**src/rtl/reg_dump_reader_if.sv**
```systemverilog
// Register-dump bus: the debug read port toward the CPU (reg_sel/reg_data)
// and the valid/ready stream of captured register beats toward the consumer.
//   master : the dump reader (drives reg_sel and the out_* payload)
//   slave  : the environment (returns reg_data, drives out_ready)
interface reg_dump_reader_if;
    logic [4:0]  reg_sel;
    logic [31:0] reg_data;
    logic        out_valid;
    logic        out_ready;
    logic [31:0] out_data;
    logic [4:0]  out_idx;
    logic        out_last;

    modport master (
        output reg_sel,
        input  reg_data,
        output out_valid,
        input  out_ready,
        output out_data,
        output out_idx,
        output out_last
    );

    modport slave (
        input  reg_sel,
        output reg_data,
        input  out_valid,
        output out_ready,
        input  out_data,
        input  out_idx,
        input  out_last
    );
endinterface

```
**src/rtl/reg_dump_reader.sv**
```systemverilog
// Register dump reader: on start, walks register indices FIRST_REG..LAST_REG
// on the CPU debug read port, holds each index for SETTLE cycles, captures
// the returned value and offers it as one valid/ready beat. Register 0 is
// always reported as zero. abort cancels a scan without a done pulse.
// Ports:
//   clk, rstn   : clock, asynchronous active-low reset
//   start       : scan request, only honoured while idle
//   abort       : synchronous scan cancel, wins over start and out_ready
//   bus         : reg_sel/reg_data read port and out_* beat stream
//   busy        : high whenever a scan is in progress
//   done        : one-cycle pulse after the LAST_REG beat is accepted
module reg_dump_reader #(
    parameter int unsigned FIRST_REG = 0,
    parameter int unsigned LAST_REG  = 31,
    parameter int unsigned SETTLE    = 1
) (
    input  logic                      clk,
    input  logic                      rstn,
    input  logic                      start,
    input  logic                      abort,
    reg_dump_reader_if.master         bus,
    output logic                      busy,
    output logic                      done
);

    localparam int unsigned CNT_W = (SETTLE > 1) ? $clog2(SETTLE) : 1;

    localparam logic [1:0] S_IDLE   = 2'd0;
    localparam logic [1:0] S_SELECT = 2'd1;
    localparam logic [1:0] S_SEND   = 2'd2;

    logic [1:0]       state_q, state_d;
    logic [4:0]       idx_q, idx_d;
    logic [CNT_W-1:0] cnt_q, cnt_d;
    logic             valid_q, valid_d;
    logic [31:0]      data_q, data_d;
    logic [4:0]       oidx_q, oidx_d;
    logic             last_q, last_d;
    logic             busy_d;
    logic             done_d;

    // Next-state and next-output logic; idx doubles as reg_sel, so it is
    // forced back to zero whenever the scan ends.
    always_comb begin
        state_d = state_q;
        idx_d   = idx_q;
        cnt_d   = cnt_q;
        valid_d = valid_q;
        data_d  = data_q;
        oidx_d  = oidx_q;
        last_d  = last_q;
        done_d  = 1'b0;

        case (state_q)
            S_IDLE: begin
                idx_d = 5'd0;
                if (start && !abort) begin
                    state_d = S_SELECT;
                    idx_d   = 5'(FIRST_REG);
                    cnt_d   = '0;
                end
            end
            S_SELECT: begin
                if (abort) begin
                    state_d = S_IDLE;
                    idx_d   = 5'd0;
                    cnt_d   = '0;
                    valid_d = 1'b0;
                end else if (cnt_q == CNT_W'(SETTLE - 1)) begin
                    state_d = S_SEND;
                    valid_d = 1'b1;
                    data_d  = (idx_q == 5'd0) ? 32'h0 : bus.reg_data;
                    oidx_d  = idx_q;
                    last_d  = (idx_q == 5'(LAST_REG));
                    cnt_d   = '0;
                end else begin
                    cnt_d = cnt_q + 1'b1;
                end
            end
            S_SEND: begin
                if (abort) begin
                    state_d = S_IDLE;
                    idx_d   = 5'd0;
                    cnt_d   = '0;
                    valid_d = 1'b0;
                end else if (bus.out_ready) begin
                    valid_d = 1'b0;
                    cnt_d   = '0;
                    if (idx_q == 5'(LAST_REG)) begin
                        state_d = S_IDLE;
                        idx_d   = 5'd0;
                        done_d  = 1'b1;
                    end else begin
                        state_d = S_SELECT;
                        idx_d   = idx_q + 5'd1;
                    end
                end
            end
            default: begin
                state_d = S_IDLE;
                idx_d   = 5'd0;
                cnt_d   = '0;
                valid_d = 1'b0;
            end
        endcase

        busy_d = (state_d != S_IDLE);
    end

    // State and output registers.
    always_ff @(posedge clk or negedge rstn) begin
        if (!rstn) begin
            state_q <= S_IDLE;
            idx_q   <= 5'd0;
            cnt_q   <= '0;
            valid_q <= 1'b0;
            data_q  <= 32'h0;
            oidx_q  <= 5'd0;
            last_q  <= 1'b0;
            busy    <= 1'b0;
            done    <= 1'b0;
        end else begin
            state_q <= state_d;
            idx_q   <= idx_d;
            cnt_q   <= cnt_d;
            valid_q <= valid_d;
            data_q  <= data_d;
            oidx_q  <= oidx_d;
            last_q  <= last_d;
            busy    <= busy_d;
            done    <= done_d;
        end
    end

    assign bus.reg_sel   = idx_q;
    assign bus.out_valid = valid_q;
    assign bus.out_data  = data_q;
    assign bus.out_idx   = oidx_q;
    assign bus.out_last  = last_q;

endmodule
```
**src/flat_wrapper.sv**
```systemverilog
// flat-port wrapper written by rule: the top's interface ports become plain ports
module reg_dump_reader_flat 
#(
    parameter int unsigned FIRST_REG = 0,
    parameter int unsigned LAST_REG  = 31,
    parameter int unsigned SETTLE    = 1
)
  (clk, rstn, start, abort, busy, done, bus_reg_sel, bus_reg_data, bus_out_valid, bus_out_ready, bus_out_data, bus_out_idx, bus_out_last);
  reg_dump_reader_if bus_i ();
  input  logic clk;
  input  logic rstn;
  input  logic start;
  input  logic abort;
  output logic busy;
  output logic done;
  output wire logic [$bits(bus_i.reg_sel)-1:0] bus_reg_sel;
  input wire logic [$bits(bus_i.reg_data)-1:0] bus_reg_data;
  output wire logic [$bits(bus_i.out_valid)-1:0] bus_out_valid;
  input wire logic [$bits(bus_i.out_ready)-1:0] bus_out_ready;
  output wire logic [$bits(bus_i.out_data)-1:0] bus_out_data;
  output wire logic [$bits(bus_i.out_idx)-1:0] bus_out_idx;
  output wire logic [$bits(bus_i.out_last)-1:0] bus_out_last;
  assign bus_reg_sel = bus_i.reg_sel;
  assign bus_i.reg_data = bus_reg_data;
  assign bus_out_valid = bus_i.out_valid;
  assign bus_i.out_ready = bus_out_ready;
  assign bus_out_data = bus_i.out_data;
  assign bus_out_idx = bus_i.out_idx;
  assign bus_out_last = bus_i.out_last;
  reg_dump_reader #(.FIRST_REG(FIRST_REG), .LAST_REG(LAST_REG), .SETTLE(SETTLE)) u_core (.clk(clk), .rstn(rstn), .start(start), .abort(abort), .bus(bus_i), .busy(busy), .done(done));
endmodule
```
**config.mk**
```make
export PLATFORM = sky130hd
export DESIGN_NAME = reg_dump_reader_flat
export DESIGN_NICKNAME = d
export VERILOG_FILES = /design/src/rtl/reg_dump_reader_if.sv /design/src/rtl/reg_dump_reader.sv /design/src/flat_wrapper.sv
export SDC_FILE = /design/constraint.sdc
export NUM_CORES = 1
export LEC_CHECK = 0
export ABC_AREA = 0
export CAP_MARGIN = 0
export CORE_MARGIN = 1.5
export CORE_UTILIZATION = 35
export DETAILED_ROUTE_END_ITERATION = 8
export GPL_TIMING_DRIVEN = 0
export PLACE_DENSITY = 0.68
export SYNTH_ARGS = -nofsm -noshare
export SYNTH_HDL_FRONTEND = slang
export SYNTH_SLANG_ARGS = --single-unit
```
**constraint.sdc**
```tcl
create_clock -name clk -period 3.63 [get_ports clk]
set_clock_uncertainty 0.1 [all_clocks]
set_input_delay 0.363 -clock clk [delete_from_list [all_inputs] [get_ports clk]]
set_output_delay 0.363 -clock clk [all_outputs]
set_load 0.03 [all_outputs]
```
Yosys cells after proc, flatten, opt, wreduce, memory -nomap -nowiden:

Cells that the tools add are included.

* register bits after elaboration: 49
* input bits: 37
* output and inout port bits: 46
* logic and storage cells: 56

* $add $sub $neg: 2
* eq/ne operators: 7
* muxes and demuxes: 26
* bitwise gates (word level): 3
* reductions and logical operators: 9

Operators by type and width (number)
* $mux 32: 1
* $mux 5: 4
* $mux 1: 12
* $mux 2: 5
* $pmux 5 s2: 1
* $ne 3x3->1 const B: 2
* $pmux 1 s3: 2
* $pmux 2 s3: 1
* $reduce_and 3->1: 2
* $add 5x1->5 const B: 1
* $eq 5x5->1 const B: 1
* $logic_not 5->1: 1
* $reduce_and 2->1: 2
* $not 1->1: 3
* $eq 2x1->1 const B: 1
* $eq 2x2->1 const B: 1
* $logic_not 2->1: 1
* $ne 2x1->1 const B: 1
* $ne 2x2->1 const B: 1
* $reduce_bool 2->1: 1
* $add 1x1->1 const B: 1
* $logic_and 1x1->1: 1
* $logic_not 1->1: 1

Depth between registers and ports, before layout:

Gate-level depths: netlist of the first run.

* depth after elaboration: 6
* depth in mapped cells: 6
* mapped depth without buffers: 6

Least setup slack after synthesis of the first run:

OpenSTA, ideal clock, no wires.

* kind: register to register
* from: register u_core.idx_q[0], in the netlist u_core.bus.reg_sel[0]
* to: register u_core.idx_q[3], in the netlist u_core.bus.reg_sel[3]
* setup time: 120 ps
* data arrival time: 1665 ps
* required time: 3410 ps
* setup slack: 1745 ps
* stages on the path, launching flop included: 7
* path buffers: 0
* clock period less this slack: 1885 ps
* path through: dfrtp_1 ha_1 and3_1 ha_1 nor3b_1 a32o_1 a31o_2

* word-level cells in the longest chain between the ends: 5
* elaborated cells between the ends (all ways): 6
* those cells by class: 1 x add/sub; 1 x eq/ne; 4 x mux

Ends and longest elaborated chain
* start, declared: RTL line reg_dump_reader.sv:33 `logic [4:0] idx_q, idx_d;`
* start signal, assigned: RTL line reg_dump_reader.sv:124 `idx_q <= idx_d;`
* $add 5x1->5 or $eq 5x5->1 (tied branches): RTL line reg_dump_reader.sv:95, reg_dump_reader.sv:89
* $mux 5 *: RTL line reg_dump_reader.sv:89 `if (idx_q == 5'(LAST_REG)) begin`
* $mux 5 *: RTL line reg_dump_reader.sv:86 `end else if (bus.out_ready) begin`
* $mux 5 *: RTL line reg_dump_reader.sv:81 `if (abort) begin`
* $pmux 5 s2 *: RTL line reg_dump_reader.sv:54 `case (state_q)`

Every way passes the cells marked *; elsewhere a longest branch is shown, timed or not. The select of a mux whose other input is x is not followed.
A chain may end at the register's enable or synchronous reset.

Worst setup path in the final report of the first run:

* from: register u_core.idx_q[2], in the netlist u_core.bus.reg_sel[2]
* to: output bus_reg_sel[2]

RTL lines
* end, declared: RTL line flat_wrapper.sv:16 `output wire logic [$bits(bus_i.reg_sel)-1:0] bus_reg_sel;`

No word-level cell between the ends.

==> summary.txt, run 1 <==
Status: finished clean
Leakage: 1.352 nW
YS warnings: 0
Post-DP HPWL: 3219 µm
Slowest-stage cell, CP: clkdlybuf4s50_1
Vias in the first global route: 1494
Largest area contributor in the netlist: dfrtp_1
Top delay family on crit path: buffers and inverters
Type of destination of the critical path: output port
Dpl cell area: 2853 µm²
Core ar.: 5205 µm²
Max-capacitance violation count: 0
Starting DRT DRC Count: 63
Critical path launch point type: register
Final hold slack: 0.3780 ns
Post-synth EDFFs: 0
Final total power: 989.2 µW
Dpl cells: 296
DRC: 0
List of most frequent post-synthesis cells: dfrtp_1, a22o_1, nand2_1
Crit Path Category: reg2out
Peak supply drop: 0.1771 mV
Later-pin clock latency in the skew report: 0.29 ns
Layout Nets: 274
Finish-stage setup viols: 0
Most common cell in the netlist: dfrtp_1
Port-buffer cells: 82
Period utilization: 53.87%
Detailed Route WL: 4512 µm
Seq cells post-synth: 48
Seq/Total Area, Yosys: 62.26%
Number of library cell types mapped by synthesis: 25
Syn avg cell area: 13.49 µm²
Post-Synthesis Cells: 143
Initial antenna violation count: 0
Resize count post-CTS: 0
# IOs: 83
CP max FO: 7
Storage cell area: 1201 µm²
DIE WIDTH: 77.25 µm
Syn nets: 183
Fillers: 446
Worst Hold Class: reg2reg
Final worst setup slack: 1.675 ns
Placer Congestion: 0.7893
Drt first pass iters: 4
Total GRT Usage: 16.09%
Register-to-register setup slack: 1.77 ns
Critical path, cell by cell: clkdlybuf4s50_1
Final std cells w/o fill: 304
Die area: 5967 µm²
Drt wl/cell: 14.84 µm
Post-DRT Antenna Nets: 0
Footprint of the multi-input gates: 630.6 µm²
Pwr dens: 336.4 nW/µm²
DR vias: 1506
Number of diodes: 0
Worst-margin pin slew: 0.7163 ns
Area growth, synth to finish: 52.40%
Initial Util: 37.07%
CTS Buf Count: 5
Worst-path clk slew: 0.08 ns
WP data required: 3.17 ns
GR Overflow Total: 0
Util after Layout: 56.49%
RSZ-0062 raised after global routing: false
Die Ht: 77.25 µm
Post-synth top flop: dfrtp_1
Place WS: 1.565 ns
Rows: 26
Cell Area, Synth: 1929 µm²
Synth top area share: 62.26%
Layout cells sized above 1: 8.974%
CTS Sinks: 48
Final setup TNS: 0 ns
Shortest period the worst path allows: 1.955 ns
H-tree Lvls: 2
Fmax: 0.5114 GHz
Largest net degree at the start of global routing: 26
Slowest stage delay, CP: 0.72 ns
Via density: 4.954
Largest cells by area after synthesis: dfrtp_1, a22o_1, buf_6
CTS root buffer: clkbuf_8
Post-route cell area: 2940 µm²
Clk buf depth: 2
CTS tree: done
First-pass GRT wire length: 7603 µm
Slew Viols, Final: 0
Async set-reset flop share out of synthesis: 100.0%
Bufs and invs on worst path: 1
Hold Vio Cnt, Final: 0
Critical path data arrival time: 1.49 ns
Slew margin rel.: 52.15%
path summary, 6_finish.rpt:
kind,to,from,cells after the start
worst max-delay path,bus_reg_sel[2],u_core.bus.reg_sel[2],1
worst min-delay path,u_core.bus.out_idx[4],u_core.bus.out_idx[4],2
worst max register to register,u_core.bus.reg_sel[3],u_core.bus.reg_sel[0],6
worst min register to register,u_core.bus.out_idx[4],u_core.bus.out_idx[4],2
max in group asynchronous,u_core.busy,rstn,3
min in group asynchronous,u_core.bus.out_data[18],rstn,2
repair_timing:
item                                   in CTS  in global routing
setup buffers                               0                  0
setup endpoints to repair                   0                  0
hold buffers                                1                  0
endpoints found under the hold margin      23                  0
metal layers:
metal	global-route usage (%)	wire length (µm)
met5	0	0
met2	23.68	2041
met1	23.63	2211
met3	4.524	245
met4	3.273	13
cell type report:
cell class | instances | area share (%)
sequential | 48 | 40.85
tap | 70 | 2.979
inverter | 2 | 0.2553
clock inverter | 1 | 0.1702
multi-input combinational | 85 | 21.45
buffer | 8 | 3.064
timing repair buffer | 84 | 28.77
clock buffer | 6 | 2.468
cells by family (layout without fill, tap and decap cells):
kind of cell	Yosys count	after routing	share of synthesized area [%]
flip-flops	48	48	62.26
AO/OA/AOI/OAI	47	47	19.97
AND/OR/NAND/NOR	34	34	10.25
buffers and inverters	10	101	5.059
adder cells (fa/ha/maj)	3	3	1.946
multiplexers	1	1	0.5188
layout by cell type, fill, tap and decap left out, types with 2 or more instances in the layout:
| cell | n |
|---|---|
| nor3b_1 | 3 |
| nor2b_1 | 3 |
| clkdlybuf4s50_1 | 81 |
| or3b_1 | 2 |
| dfrtp_1 | 48 |
| nor2_1 | 3 |
| inv_1 | 2 |
| buf_6 | 8 |
| ha_1 | 3 |
| clkbuf_8 | 5 |
| o21ai_0 | 4 |
| and3_1 | 3 |
| o21ai_1 | 2 |
| a22o_1 | 35 |
| nand2_1 | 15 |
flip-flops by register name, summed over array words and instances (netlist names):
signal and count:
u_core.bus.out_data 32, u_core.bus.out_idx 5, u_core.bus.out_last 1, u_core.bus.out_valid 1, u_core.bus.reg_sel 5, u_core.busy 1, u_core.done 1, u_core.state_q 2
report_power, final:
part           internal, mW  total, mW  switching [mW]  leakage, nW
clock                 0.131      0.290           0.159       0.0410
combinational        0.0746      0.141          0.0669        0.646
sequential            0.548      0.558         0.00959        0.665
No activity file was read; power rests on OpenSTA's default activity.
==> run 2, diff against run 1 <==
==> constraint.sdc (replaced) <==
create_clock -name clk -period 2 [get_ports clk]
set_clock_uncertainty 0.1 [all_clocks]
set_input_delay 0.2 -clock clk [delete_from_list [all_inputs] [get_ports clk]]
set_output_delay 0.2 -clock clk [all_outputs]
set_load 0.03 [all_outputs]
==> results of run 2 <==
Same layout as run 1 (identical final DEF). Status: finished clean.
Main changes from that run: setup slack after placement 1.565 ns -> 0.09833 ns; setup slack after layout 1.675 ns -> 0.1377 ns; hold slack 0.3780 ns -> 0.3271 ns; start point of the critical path u_core.bus.reg_sel[2] -> u_core.bus.reg_sel[0]; end point of the critical path bus_reg_sel[2] -> u_core.bus.reg_sel[3]; register-to-register setup slack 1.77 ns -> 0.14 ns; total power 0.9892 mW -> 1.795 mW; worst IR drop on VDD 0.1771 mV -> 0.3215 mV
==> run 3, diff against run 2 <==
--- a/config.mk
+++ b/config.mk
@@ -10,8 +10,10 @@
 export CORE_MARGIN = 1.5
 export CORE_UTILIZATION = 35
 export DETAILED_ROUTE_END_ITERATION = 8
+export GPL_ROUTABILITY_DRIVEN = 0
 export GPL_TIMING_DRIVEN = 0
 export PLACE_DENSITY = 0.68
+export REMOVE_ABC_BUFFERS = 1
 export SYNTH_ARGS = -nofsm -noshare
 export SYNTH_HDL_FRONTEND = slang
 export SYNTH_SLANG_ARGS = --single-unit
==> summary.txt, run 3 (synthesized netlist as in run 1, its figures left out) <==
Slew Viols, Final: 0 (unchanged)
Flip-flop count of the largest register after layout: 32 (unchanged)
CTS Buf Count: 5 (unchanged)
Critical path launch point type: register
First-pass GRT wire length: 7700 µm (+1.3%)
Layout Nets: 271 (-1.1%)
CTS Sinks: 48 (unchanged)
Port-buffer cells: 82 (unchanged)
Critical path data arrival time: 1.95 ns
DIE WIDTH: 77.25 µm (unchanged)
CTS tree: done
Util after Layout: 56.73% (+0.24 points)
DR vias: 1498 (-0.53%)
Die area: 5967 µm² (unchanged)
Layout cells sized above 1: 8.621% (-0.35 points)
Pwr dens: 661.6 nW/µm²
Initial Util: 37.07% (unchanged)
Later-pin clock latency in the skew report: 0.29 ns (about the same)
Detailed Route WL: 4615 µm (+2.3%)
Setup crit start: u_core.bus.reg_sel[0]
Largest net degree at the start of global routing: 33 (+27%)
Area growth, synth to finish: 53.05%
GR Overflow Total: 0 (unchanged)
Rows: 26 (unchanged)
Hold Vio Cnt, Final: 0 (unchanged)
DRC: 0 (unchanged)
Fmax: 0.5383 GHz
Clk buf depth: 2 (unchanged)
Crit path top cell by count: ha_1
Max-capacitance violation count: 0 (unchanged)
Worst-path clk slew: 0.09 ns (about the same)
Final setup TNS: 0 ns (unchanged)
Via density: 4.960 (+0.13%)
Crit Reg-Reg Startpoint: u_core.bus.reg_sel[0]
Type of destination of the critical path: register
Status: finished clean
Finish-stage setup viols: 0 (unchanged)
Drt wl/cell: 15.28 µm (+3.0%)
Number of diodes: 0 (unchanged)
Critical path, cell by cell: ha_1 > and3_1 > ha_1 > nor3b_1 > a32o_1 > a31o_2
Slowest-stage cell, CP: dfrtp_1
Period utilization: 92.89%
H-tree Lvls: 2 (unchanged)
Die Ht: 77.25 µm (unchanged)
CTS root buffer: clkbuf_8
Initial antenna violation count: 0 (unchanged)
Vias in the first global route: 1527 (+2.2%)
WP data required: 2.09 ns
Crit Path Category: reg2reg
Peak supply drop: 0.4431 mV
Register-to-register setup slack: 0.14 ns
RSZ-0062 raised after global routing: false
# IOs: 83 (unchanged)
Total GRT Usage: 16.40% (+0.31 points)
Core ar.: 5205 µm² (unchanged)
Leakage: 1.363 nW (+0.82%)
Post-DP HPWL: 3060 µm (-4.9%)
Most frequent cells in the layout: clkdlybuf4s50_1, dfrtp_1, a22o_1, nand2_1, clkbuf_8
Slew margin rel.: 50.19% (-2.0 points)
Starting DRT DRC Count: 66 (+4.8%)
Fillers: 446 (unchanged)
Slowest stage delay, CP: 0.44 ns
Shortest period the worst path allows: 1.858 ns
CP max FO: 7 (unchanged)
Post-DRT Antenna Nets: 0 (unchanged)
Drt first pass iters: 4 (unchanged)
Worst Hold Class: in2async
Commonest non-fill, non-tap cell in the layout: clkdlybuf4s50_1
Worst-margin pin slew: 0.7455 ns (+0.02927 ns)
run 3: per-layer routing:
metal	track usage (%)	vias up	wire length (µm)
met5	0	-	0
met2	24.39	67	1963
li1	-	707	-
met1	23.08	716	2272
met4	4.909	0	59
met3	4.762	8	320
run 3: worst paths after layout:
kind / endpoint / cells after the start
hold reg to reg: u_core.bus.out_idx[2] / 2
hold / removal: u_core.bus.out_data[6] / 2
max in group asynchronous: u_core.bus.out_idx[0] / 3
setup reg to reg: u_core.bus.reg_sel[3] / 6
setup / recovery: u_core.bus.reg_sel[3] / 6
min in group clk: u_core.bus.out_idx[2] / 2
run 3: layout make-up:
class,count,area (µm²),share of cell area [%]
Sequential cell,48,1201,40.68
Tap cell,70,87.58,2.966
Clock inverter,2,35.03,1.186
Inverter,2,7.507,0.2542
Clock buffer,6,72.57,2.458
Timing Repair Buffer,88,895.9,30.34
Multi-Input combinational cell,86,653.1,22.12
run 3: timing repair:
item,4_1_cts,5_1_grt
pin swaps,2,0
hold buffers,1,0
setup buffers,3,0
resized for setup,1,1
hold endpoints to repair,16,0
gates cloned,1,0
setup endpoints to repair,32,26
run 3: stage by stage:
stage | worst slack, ns | power (mW) | instances | area (µm²) | hold WS [ns]
2_1_floorplan | -0.007636 | 1.122 | 135 | 1839 | -0.1956
3_3_place_gp | -0.9133 | 1.273 | 287 | 2748 | 0.3595
3_5_place_dp | -0.3408 | 1.285 | 289 | 2790 | 0.05503
4_1_cts | 0.02920 | 1.988 | 302 | 2950 | 0.2773
5_1_grt | 0.04870 | 2.043 | 302 | 2953 | 0.2912
6_report | 0.1422 | 1.954 | 302 | 2953 | 0.2817
run 3: critical path, delay by kind of cell (launching register included):
kind	cells	cell delay (ns)
compound gates	2	0.48
fa+ha+maj	2	0.50
simple gates	2	0.25
flops	1	0.44
run 3: power breakdown:
| group | switching [mW] | leakage [nW] | internal (mW) | total (mW) |
|---|---|---|---|---|
| clock | 0.315 | 0.0552 | 0.371 | 0.686 |
| combinational | 0.122 | 0.643 | 0.133 | 0.255 |
| sequential | 0.0173 | 0.665 | 0.995 | 1.01 |
| total | 0.455 | 1.36 | 1.50 | 1.95 |
